File: src/rtl/seg_scan_monitor.sv
// seg_scan_monitor
// Reads back a multiplexed active-low seven-segment bus and recovers the
// 4-bit character code shown on each digit.
// The block watches the anode scan and waits for the (an, seg) pair to stay
// stable for SETTLE_CYCLES samples. It then captures the pattern into that
// digit's slot.
//
// Ports
//   clk, rst_n   clock and asynchronous active-low reset
//   an           anode enables, active-low; a valid scan has exactly one bit low
//   seg          segments, active-low, bit order {g,f,e,d,c,b,a}
//   err_clr      synchronous clear of err_sticky
//   char_codes   recovered code per digit; digit i is in [4i+3:4i]
//   digit_valid  last capture of digit i was a recognised character
//   digit_blank  last capture of digit i was all-off
//   frame_done   one-cycle pulse once every digit has been captured
//   err_sticky   an unrecognised pattern was captured since reset / err_clr

// Per-digit capture slot: code and flags, loaded on the capture strobe.
module seg_scan_slot (
  input  logic       clk_i,
  input  logic       rst_ni,
  input  logic       cap_i,
  input  logic [3:0] code_i,
  input  logic       valid_i,
  input  logic       blank_i,
  output logic [3:0] code_o,
  output logic       valid_o,
  output logic       blank_o
);
  logic [3:0] code_q;
  logic       valid_q, blank_q;

  always_ff @(posedge clk_i or negedge rst_ni) begin
    if (!rst_ni) begin
      code_q  <= '0;
      valid_q <= 1'b0;
      blank_q <= 1'b0;
    end else if (cap_i) begin
      code_q  <= code_i;
      valid_q <= valid_i;
      blank_q <= blank_i;
    end
  end

  assign code_o  = code_q;
  assign valid_o = valid_q;
  assign blank_o = blank_q;
endmodule

module seg_scan_monitor #(
  parameter int NUM_DIGITS    = 4,
  parameter int SETTLE_CYCLES = 4
) (
  input  logic                    clk,
  input  logic                    rst_n,
  input  logic [NUM_DIGITS-1:0]   an,
  input  logic [6:0]              seg,
  input  logic                    err_clr,
  output logic [4*NUM_DIGITS-1:0] char_codes,
  output logic [NUM_DIGITS-1:0]   digit_valid,
  output logic [NUM_DIGITS-1:0]   digit_blank,
  output logic                    frame_done,
  output logic                    err_sticky
);
  typedef enum logic [1:0] {S_IDLE, S_SETTLE, S_HELD} state_e;

  localparam logic [7:0] CNT_LAST = 8'(SETTLE_CYCLES - 1);

  state_e                  state_q, state_d;
  logic [7:0]              cnt_q, cnt_d;
  logic [NUM_DIGITS-1:0]   an_q;
  logic [6:0]              seg_q;
  logic [NUM_DIGITS-1:0]   seen_q, seen_d, seen_set;
  logic                    frame_q, frame_d;
  logic                    err_q, err_d;

  logic [NUM_DIGITS-1:0]   an_low;
  logic                    an_onehot, same, capture;
  logic [3:0]              dec_code;
  logic                    dec_valid, dec_blank;

  // Decisions compare the incoming pair against the registered one, so a
  // capture only happens once the pair has been sampled identically
  // SETTLE_CYCLES+1 times in a row.
  assign an_low    = ~an;
  assign an_onehot = (an_low != '0) && ((an_low & (an_low - NUM_DIGITS'(1))) == '0);
  assign same      = (an == an_q) && (seg == seg_q);

  always_comb begin
    state_d = state_q;
    cnt_d   = cnt_q;
    capture = 1'b0;
    if (!an_onehot) begin
      state_d = S_IDLE;
      cnt_d   = '0;
    end else if (!same) begin
      state_d = S_SETTLE;
      cnt_d   = '0;
    end else begin
      case (state_q)
        S_SETTLE: begin
          if (cnt_q == CNT_LAST) begin
            capture = 1'b1;
            state_d = S_HELD;
          end else begin
            cnt_d = cnt_q + 8'd1;
          end
        end
        // Keep counting while held but stop at the top so it never wraps.
        S_HELD:  if (cnt_q != 8'hFF) cnt_d = cnt_q + 8'd1;
        default: begin
          state_d = S_IDLE;
          cnt_d   = '0;
        end
      endcase
    end
  end

  // Reverse map of the character decoder. 7'h12 is both 5 and S; it always
  // reads back as 5, so code 14 never appears.
  always_comb begin
    dec_code  = '0;
    dec_valid = 1'b1;
    dec_blank = 1'b0;
    case (seg_q)
      7'h40: dec_code = 4'd0;
      7'h79: dec_code = 4'd1;
      7'h24: dec_code = 4'd2;
      7'h30: dec_code = 4'd3;
      7'h19: dec_code = 4'd4;
      7'h12: dec_code = 4'd5;
      7'h02: dec_code = 4'd6;
      7'h78: dec_code = 4'd7;
      7'h00: dec_code = 4'd8;
      7'h10: dec_code = 4'd9;
      7'h06: dec_code = 4'd10;
      7'h47: dec_code = 4'd11;
      7'h46: dec_code = 4'd12;
      7'h0C: dec_code = 4'd13;
      7'h3F: dec_code = 4'd15;
      7'h7F: begin
        dec_valid = 1'b0;
        dec_blank = 1'b1;
      end
      default: dec_valid = 1'b0;
    endcase
  end

  // A capture marks its slot in the seen mask. The capture that completes
  // the mask fires frame_done and starts a new frame.
  always_comb begin
    seen_set = seen_q | (~an_q & {NUM_DIGITS{capture}});
    frame_d  = capture && (&seen_set);
    seen_d   = frame_d ? '0 : seen_set;
    // An invalid capture beats a simultaneous clear.
    if (capture && !dec_valid && !dec_blank) err_d = 1'b1;
    else if (err_clr)                        err_d = 1'b0;
    else                                     err_d = err_q;
  end

  always_ff @(posedge clk or negedge rst_n) begin
    if (!rst_n) begin
      an_q    <= '1;
      seg_q   <= 7'h7F;
      state_q <= S_IDLE;
      cnt_q   <= '0;
      seen_q  <= '0;
      frame_q <= 1'b0;
      err_q   <= 1'b0;
    end else begin
      an_q    <= an;
      seg_q   <= seg;
      state_q <= state_d;
      cnt_q   <= cnt_d;
      seen_q  <= seen_d;
      frame_q <= frame_d;
      err_q   <= err_d;
    end
  end

  for (genvar i = 0; i < NUM_DIGITS; i++) begin : g_slot
    seg_scan_slot u_slot (
      .clk_i   (clk),
      .rst_ni  (rst_n),
      .cap_i   (capture & ~an_q[i]),
      .code_i  (dec_code),
      .valid_i (dec_valid),
      .blank_i (dec_blank),
      .code_o  (char_codes[4*i +: 4]),
      .valid_o (digit_valid[i]),
      .blank_o (digit_blank[i])
    );
  end

  assign frame_done = frame_q;
  assign err_sticky = err_q;
endmodule

File: config.mk
export PLATFORM = sky130hd
export DESIGN_NAME = seg_scan_monitor
export DESIGN_NICKNAME = d
export VERILOG_FILES = /design/src/rtl/seg_scan_monitor.sv
export SDC_FILE = /design/constraint.sdc
export NUM_CORES = 1
export LEC_CHECK = 0
export CAP_MARGIN = 20
export CORE_MARGIN = 4
export CORE_UTILIZATION = 58
export CTS_CLUSTER_DIAMETER = 30
export CTS_CLUSTER_SIZE = 24
export DETAILED_ROUTE_END_ITERATION = 6
export PLACE_DENSITY = 0.84
export SYNTH_ARGS = -nofsm -noshare
export SYNTH_HDL_FRONTEND = slang
export SYNTH_HIERARCHICAL = 1
export SYNTH_SLANG_ARGS = --single-unit
File: constraint.sdc
create_clock -name clk -period 3.85 [get_ports clk]
set_clock_uncertainty 0.15 [all_clocks]
set_input_delay 0.77 -clock clk [delete_from_list [all_inputs] [get_ports clk]]
set_output_delay 0.77 -clock clk [all_outputs]
set_load 0.05 [all_outputs]
==> metrics.yaml, run 1 <==
ys_ff_latch: 51
cts_buffers: 5
cts_tree: "yes"
p_per_area_nw_per_um2: 295
tightest_slew_ps: 912
post_cts_resized: 0
synthDistinctLibCells: 55
path_class: "in2reg"
yosys_warnings: 6
post-place-ws_ps: 602
die-area_sq_um: 6050
reg2reg_from: "seg_q[2]"
post_drt_wl_per_cell_um: 15.9
syn_to_final_growth_pct: 17.2
setup_ws_ps: 939
hp-class: "reg2reg"
hp-start: "err_sticky"
hold_viol_final: 0
dr.pass1.iters: 4
synth_area_sq_um: 2830
whs_ps: 368
core_area_sq_um: 4720
cap_violations: 0
holdPathStages: 2
r2r_end: "seen_q[2]"
worstSetupEndpointType: "flip-flop"
overflow: 0
worstSkewPairLatency_ps: 310
slew_headroom_pct: 39.2
die_w_um: 77.8
num_vias: 1992
synth-edff-count: 0
cts.sinks: 51
critPathRequiredTime_ps: 3930
reg2reg_depth: 5
grt_pass1_vias: 1939
p_leak_nw: 1.41
gp_congestion: 0.874
die_height_um: 77.8
synth_flop_cell: "dfrtp_1"
synth_top_area_share_pct: 35.4
fmaxAchievable_ghz: 0.344
antenna_left: 0
setup_violations: 0
antenna_cells: 0
rrSetupSlack_ps: 1240
clock_tree.buffer_depth: 2
cts_root_buf: "clkbuf_8"
nNetsFinal: 297
cp_data_arrival_time_ps: 3000
finalSetupTns_ps: 0
ios: 40
post_cts_buffers: 0
clk_pin_slew_ps: 100
rsz0062_at_grt: "no"
portBuffers: 39
grt_pass1_wl_um: 9490
slew_viol_final: 0
viasPerCell: 5.72
dpl-instance-area_sq_um: 3220
power_w: 0.000976
drive_gt1_share_pct: 22.4
synth_cells: 246
post-route-min-period_ps: 2910
crit_path_start_kind: "input pin"
design_area_sq_um: 3310
drc: 0
postSynth.asyncResetShare_pct: 100
min_period_over_period_pct: 75.6
initial_core_util_pct: 59.8
track_usage_pct: 19.8
synth_top_cell_by_area: "dfrtp_1"
path_max_fanout: 15
synth_nets: 263
wl_um: 5540
ctsHoldBuffers: 0
drtIter0Drc: 161
dpl.hpwl_um: 4000
grt_max_degree: 43
min_to: "err_sticky"
cts_htree_levels: 2
synth_area_leaders: "dfrtp_1, mux2_4, dfstp_2, xnor2_1, a21oi_1"
synth_area_per_cell_sq_um: 11.5
outcome: "finished, final reports clean"
max-vdd-ir-drop_mv: 0.201
num_rows: 25
ys_seq_area_share_pct: 45.7
antenna_found_initial: 0
==> routing by layer <==
layer	part of all wire [%]	wire length, um	global-route usage [%]	up-vias
met2	49	2740	32.8	57
met3	4.7	260	3.36	9
met4	1.6	86	6.41	0
met5	0	0	0	-
li1	-	-	-	959
met1	44	2460	26.3	967
==> worst max-delay path, cell delays in order <==
cell,delay (ps)
clkdlybuf4s50_1,560
xnor2_1,150
nand4_1,130
or4_1,880
o31a_1,370
a21oi_1,130
==> cell usage in the layout, fill, tap and decap left out, types with 5 or more instances in the layout <==
cell type        instances
a21oi_1                 15
buf_4                    5
clkbuf_8                 5
clkdlybuf4s50_1         38
dfrtp_1                 40
dfstp_2                 11
inv_1                    6
mux2_4                  24
nand2_1                  9
nand3_1                  8
nor2_1                  16
o21ai_0                 11
or4_1                    5
xnor2_1                  9
==> power by group <==
part,internal [W],switching (W),total (W)
combinational,0.0000386,0.0000425,0.0000811
clock,0.000134,0.000195,0.000329
sequential,0.000548,0.0000182,0.000566
==> final cells by class <==
class / count / area (sq um)
clock buffer: 5 / 68.8
clock inverter: 3 / 26.3
fill: 342 / 1410
inverter: 6 / 22.5
multi-input combinational: 172 / 1400
sequential: 51 / 1290
tap: 67 / 83.8
timing repair buffer: 44 / 423
==> how the worst max path moves through the flow <==
stage / end / cells after the start / from
final: seen_q[2] / 6 / an[0]
after global routing: seen_q[0] / 6 / an[1]
after CTS: seen_q[2] / 6 / an[0]
after detailed placement: seen_q[2] / 6 / an[0]
after global placement: seen_q[2] / 6 / seg[6]
after floorplan: g_slot[0].u_slot/blank_o / 7 / an[2]
==> registers in the layout, summed over array words and instances (netlist names) <==
signal	cells
g_slot.u_slot/code_o	16
cnt_q	8
seg_q	7
an_q	4
g_slot.u_slot/blank_o	4
g_slot.u_slot/valid_o	4
seen_q	4
state_q	2
err_sticky	1
frame_done	1
==> metrics by stage <==
step	cells	utilization [%]
floorplan	246	-
global placement	340	68.1
detailed placement	340	68.1
CTS	348	70.1
global route	348	70.1
finish	348	70.1
==> synthesized netlist by cell type, types with 2 or more instances <==
| library cell | instances |
|---|---|
| dfrtp_1 | 40 |
| mux2_4 | 24 |
| nor2_1 | 16 |
| a21oi_1 | 15 |
| dfstp_2 | 11 |
| o21ai_0 | 11 |
| nand2_1 | 9 |
| xnor2_1 | 9 |
| nand3_1 | 8 |
| buf_6 | 6 |
| inv_1 | 6 |
| buf_2 | 5 |
| clkbuf_1 | 5 |
| or4_1 | 5 |
| and3_1 | 4 |
| nand2b_1 | 4 |
| nand4_1 | 4 |
| nor2b_1 | 4 |
| nor3_1 | 4 |
| o31a_1 | 4 |
| or4b_1 | 4 |
| ha_1 | 3 |
| nor4_1 | 3 |
| or3_1 | 3 |
| a21oi_2 | 2 |
| a31oi_1 | 2 |
| and4b_1 | 2 |
| o21ai_1 | 2 |
| o21bai_1 | 2 |
| o31ai_1 | 2 |
| xnor2_2 | 2 |
| xor2_1 | 2 |
==> logic make-up (layout without fill, tap and decap cells) <==
| family | after synthesis | count (layout) | share of synthesized area [%] |
|---|---|---|---|
| buffers and inverters | 23 | 58 | 4.87 |
| muxes | 24 | 24 | 12.8 |
| xor gates and xnor gates | 14 | 14 | 5.54 |
| and+or+nand+nor | 83 | 83 | 18.8 |
| DFF | 51 | 51 | 45.7 |
| AOI/OAI and AO/OA | 48 | 48 | 11.0 |
| adders and majority gates | 3 | 3 | 1.33 |
Note: power is estimated with default switching activity, not from simulation.
==> inputs of run 2 (changes only) <==
--- a/config.mk
+++ b/config.mk
@@ -7,11 +7,11 @@
 export LEC_CHECK = 0
 export CAP_MARGIN = 20
 export CORE_MARGIN = 4
-export CORE_UTILIZATION = 58
+export CORE_UTILIZATION = 55
 export CTS_CLUSTER_DIAMETER = 30
 export CTS_CLUSTER_SIZE = 24
 export DETAILED_ROUTE_END_ITERATION = 6
-export PLACE_DENSITY = 0.84
+export PLACE_DENSITY = 0.8
 export SYNTH_ARGS = -nofsm -noshare
 export SYNTH_HDL_FRONTEND = slang
 export SYNTH_HIERARCHICAL = 1
==> constraint.sdc (replaced) <==
create_clock -name clk -period 2.79 [get_ports clk]
set_clock_uncertainty 0.15 [all_clocks]
set_input_delay 0.558 -clock clk [delete_from_list [all_inputs] [get_ports clk]]
set_output_delay 0.558 -clock clk [all_outputs]
set_load 0.05 [all_outputs]
==> run 2 against run 1 <==
  * First-iteration DRC count decreased by 34%
  * Clock power increased by 36%
  * Sequential power grew 38%
  * Cell count increased by 0.57%
  * Via count rose by 1.3%
  * Register-to-register slack got worse by 940 ps
  * Clock-buffer cell count stayed put
  * Wire length down 1.8%
  * Sequential cell count unchanged
  * Core utilization fell by 1.5 points
  * Largest power group unchanged
==> metrics.yaml, run 2 (synthesis gave the netlist of run 1 again) <==
post_cts_buffers: 0  # unchanged
dr.pass1.iters: 4  # unchanged
r2r_end: "g_slot[1].u_slot/code_o[2]"
cts_htree_levels: 2  # unchanged
grt_pass1_vias: 1842  # -5.0%
reg2reg_depth: 7  # +2
largest_reg_flops: 16  # unchanged
hp-class: "in2async"
path_class: "in2reg"
clock_tree.buffer_depth: 2  # unchanged
fmaxAchievable_ghz: 0.387
post_cts_resized: 0  # unchanged
reg2reg_from: "seg_q[2]"
cts_buffers: 5  # unchanged
core_area_sq_um: 4850  # +2.6%
slew_headroom_pct: 46.8  # +7.6 points
portBuffers: 39  # unchanged
antenna_left: 0  # unchanged
hold_viol_final: 0  # unchanged
crit_path_start_kind: "input pin"
initial_core_util_pct: 58.3  # -1.5 points
min_period_over_period_pct: 92.5
drive_gt1_share_pct: 23.0  # +0.55 points
ctsHoldBuffers: 0  # unchanged
power_w: 0.00134  # +37%
post_drt_wl_per_cell_um: 15.6  # -2.3%
viasPerCell: 5.77  # +0.73%
rrSetupSlack_ps: 300  # -940 ps
worstSkewPairLatency_ps: 310  # about the same
worstSetupEndpointType: "flip-flop"
gp_congestion: 0.868  # -0.67%
max-vdd-ir-drop_mv: 0.282  # +40%
final_cell_mix: "dfrtp_1, clkdlybuf4s50_1, mux2_4"
whs_ps: 198  # -171 ps
setup_ws_ps: 209  # -730 ps
wl_um: 5450  # -1.8%
setup_violations: 0  # unchanged
antenna_cells: 0  # unchanged
ios: 40  # unchanged
num_rows: 25  # unchanged
clk_pin_slew_ps: 100  # about the same
post-place-ws_ps: -128  # -731 ps
outcome: "finished, final reports clean"
antenna_found_initial: 0  # unchanged
cts.sinks: 51  # unchanged
fillers: 359  # +5.0%
p_leak_nw: 1.42  # +0.39%
grt_max_degree: 52  # +21%
cts_tree: "yes"
track_usage_pct: 18.3  # -1.5 points
overflow: 0  # unchanged
cts_root_buf: "clkbuf_8"
cap_violations: 0  # unchanged
die-area_sq_um: 6350  # +4.9%
slew_viol_final: 0  # unchanged
drc: 0  # unchanged
rsz0062_at_grt: "no"
drtIter0Drc: 106  # -34%
cp_data_arrival_time_ps: 2630  # -370 ps
syn_to_final_growth_pct: 17.8
grt_pass1_wl_um: 9070  # -4.4%
crit_end: "g_slot[1].u_slot/code_o[2]"
final_common_cell: "dfrtp_1"
die_height_um: 79.7  # +2.4%
cp-startpoint: "seg[6]"
nNetsFinal: 299  # +0.67%
p_per_area_nw_per_um2: 402  # +37%
post-route-min-period_ps: 2580
tightest_slew_ps: 796  # -116 ps
die_w_um: 79.7  # +2.4%
critPathRequiredTime_ps: 2840  # -1090 ps
num_vias: 2018  # +1.3%
dpl.hpwl_um: 3940  # -1.5%
path_max_fanout: 6  # -9
-- run 2: worst min-delay path by stage --
stage,endpoint,cells past startpoint,slack [ps]
after floorplan,cnt_q[0],0,110
after global placement,err_sticky,2,340
after detailed placement,g_slot[0].u_slot/code_o[2],1,340
after CTS,g_slot[3].u_slot/blank_o,2,220
after global routing,frame_done,2,250
final,cnt_q[3],2,200
-- run 2: final cells by class --
type	count	area (sq um)	area share, %
multi-input cells	172	1400	42.0
inverters	6	22.5	0.677
clock buffers	5	68.8	2.07
flip-flops and latches	51	1290	38.8
repair buffers	46	438	13.2
clock inverters	3	27.5	0.827
well taps	67	83.8	2.52
-- run 2: critical path: stages --
cell             delay, ps
clkdlybuf4s50_1        570
xnor2_4                130
nand4_1                120
nor3_1                 300
nand4b_1               240
nor2_1                 190
buf_4                  200
mux2_4                 310
-- run 2: per-layer routing --
| metal | wire length (um) | part of all wire [%] | GRT usage [%] |
|---|---|---|---|
| met1 | 2590 | 48 | 25.0 |
| met2 | 2570 | 47 | 29.5 |
| met3 | 220 | 4.0 | 3.72 |
| met5 | 0 | 0 | 0 |
| met4 | 59 | 1.1 | 4.98 |
-- run 2: through the flow --
stage               TNS [ps]  utilization (%)  cell area [sq um]  std cells
global placement       -95.7             66.7               3230        342
finish                     0             68.6               3330        350
detailed placement     -2150             66.7               3230        342
global route               0             68.6               3330        350
CTS                        0             68.6               3330        350
floorplan                  0                -               2830        246
-- run 2: where the power goes --
part           total [W]  internal [W]  switching (W)
combinational   0.000111     0.0000534      0.0000574
clock           0.000448      0.000185       0.000263
sequential      0.000781      0.000756      0.0000253
total            0.00134      0.000994       0.000346
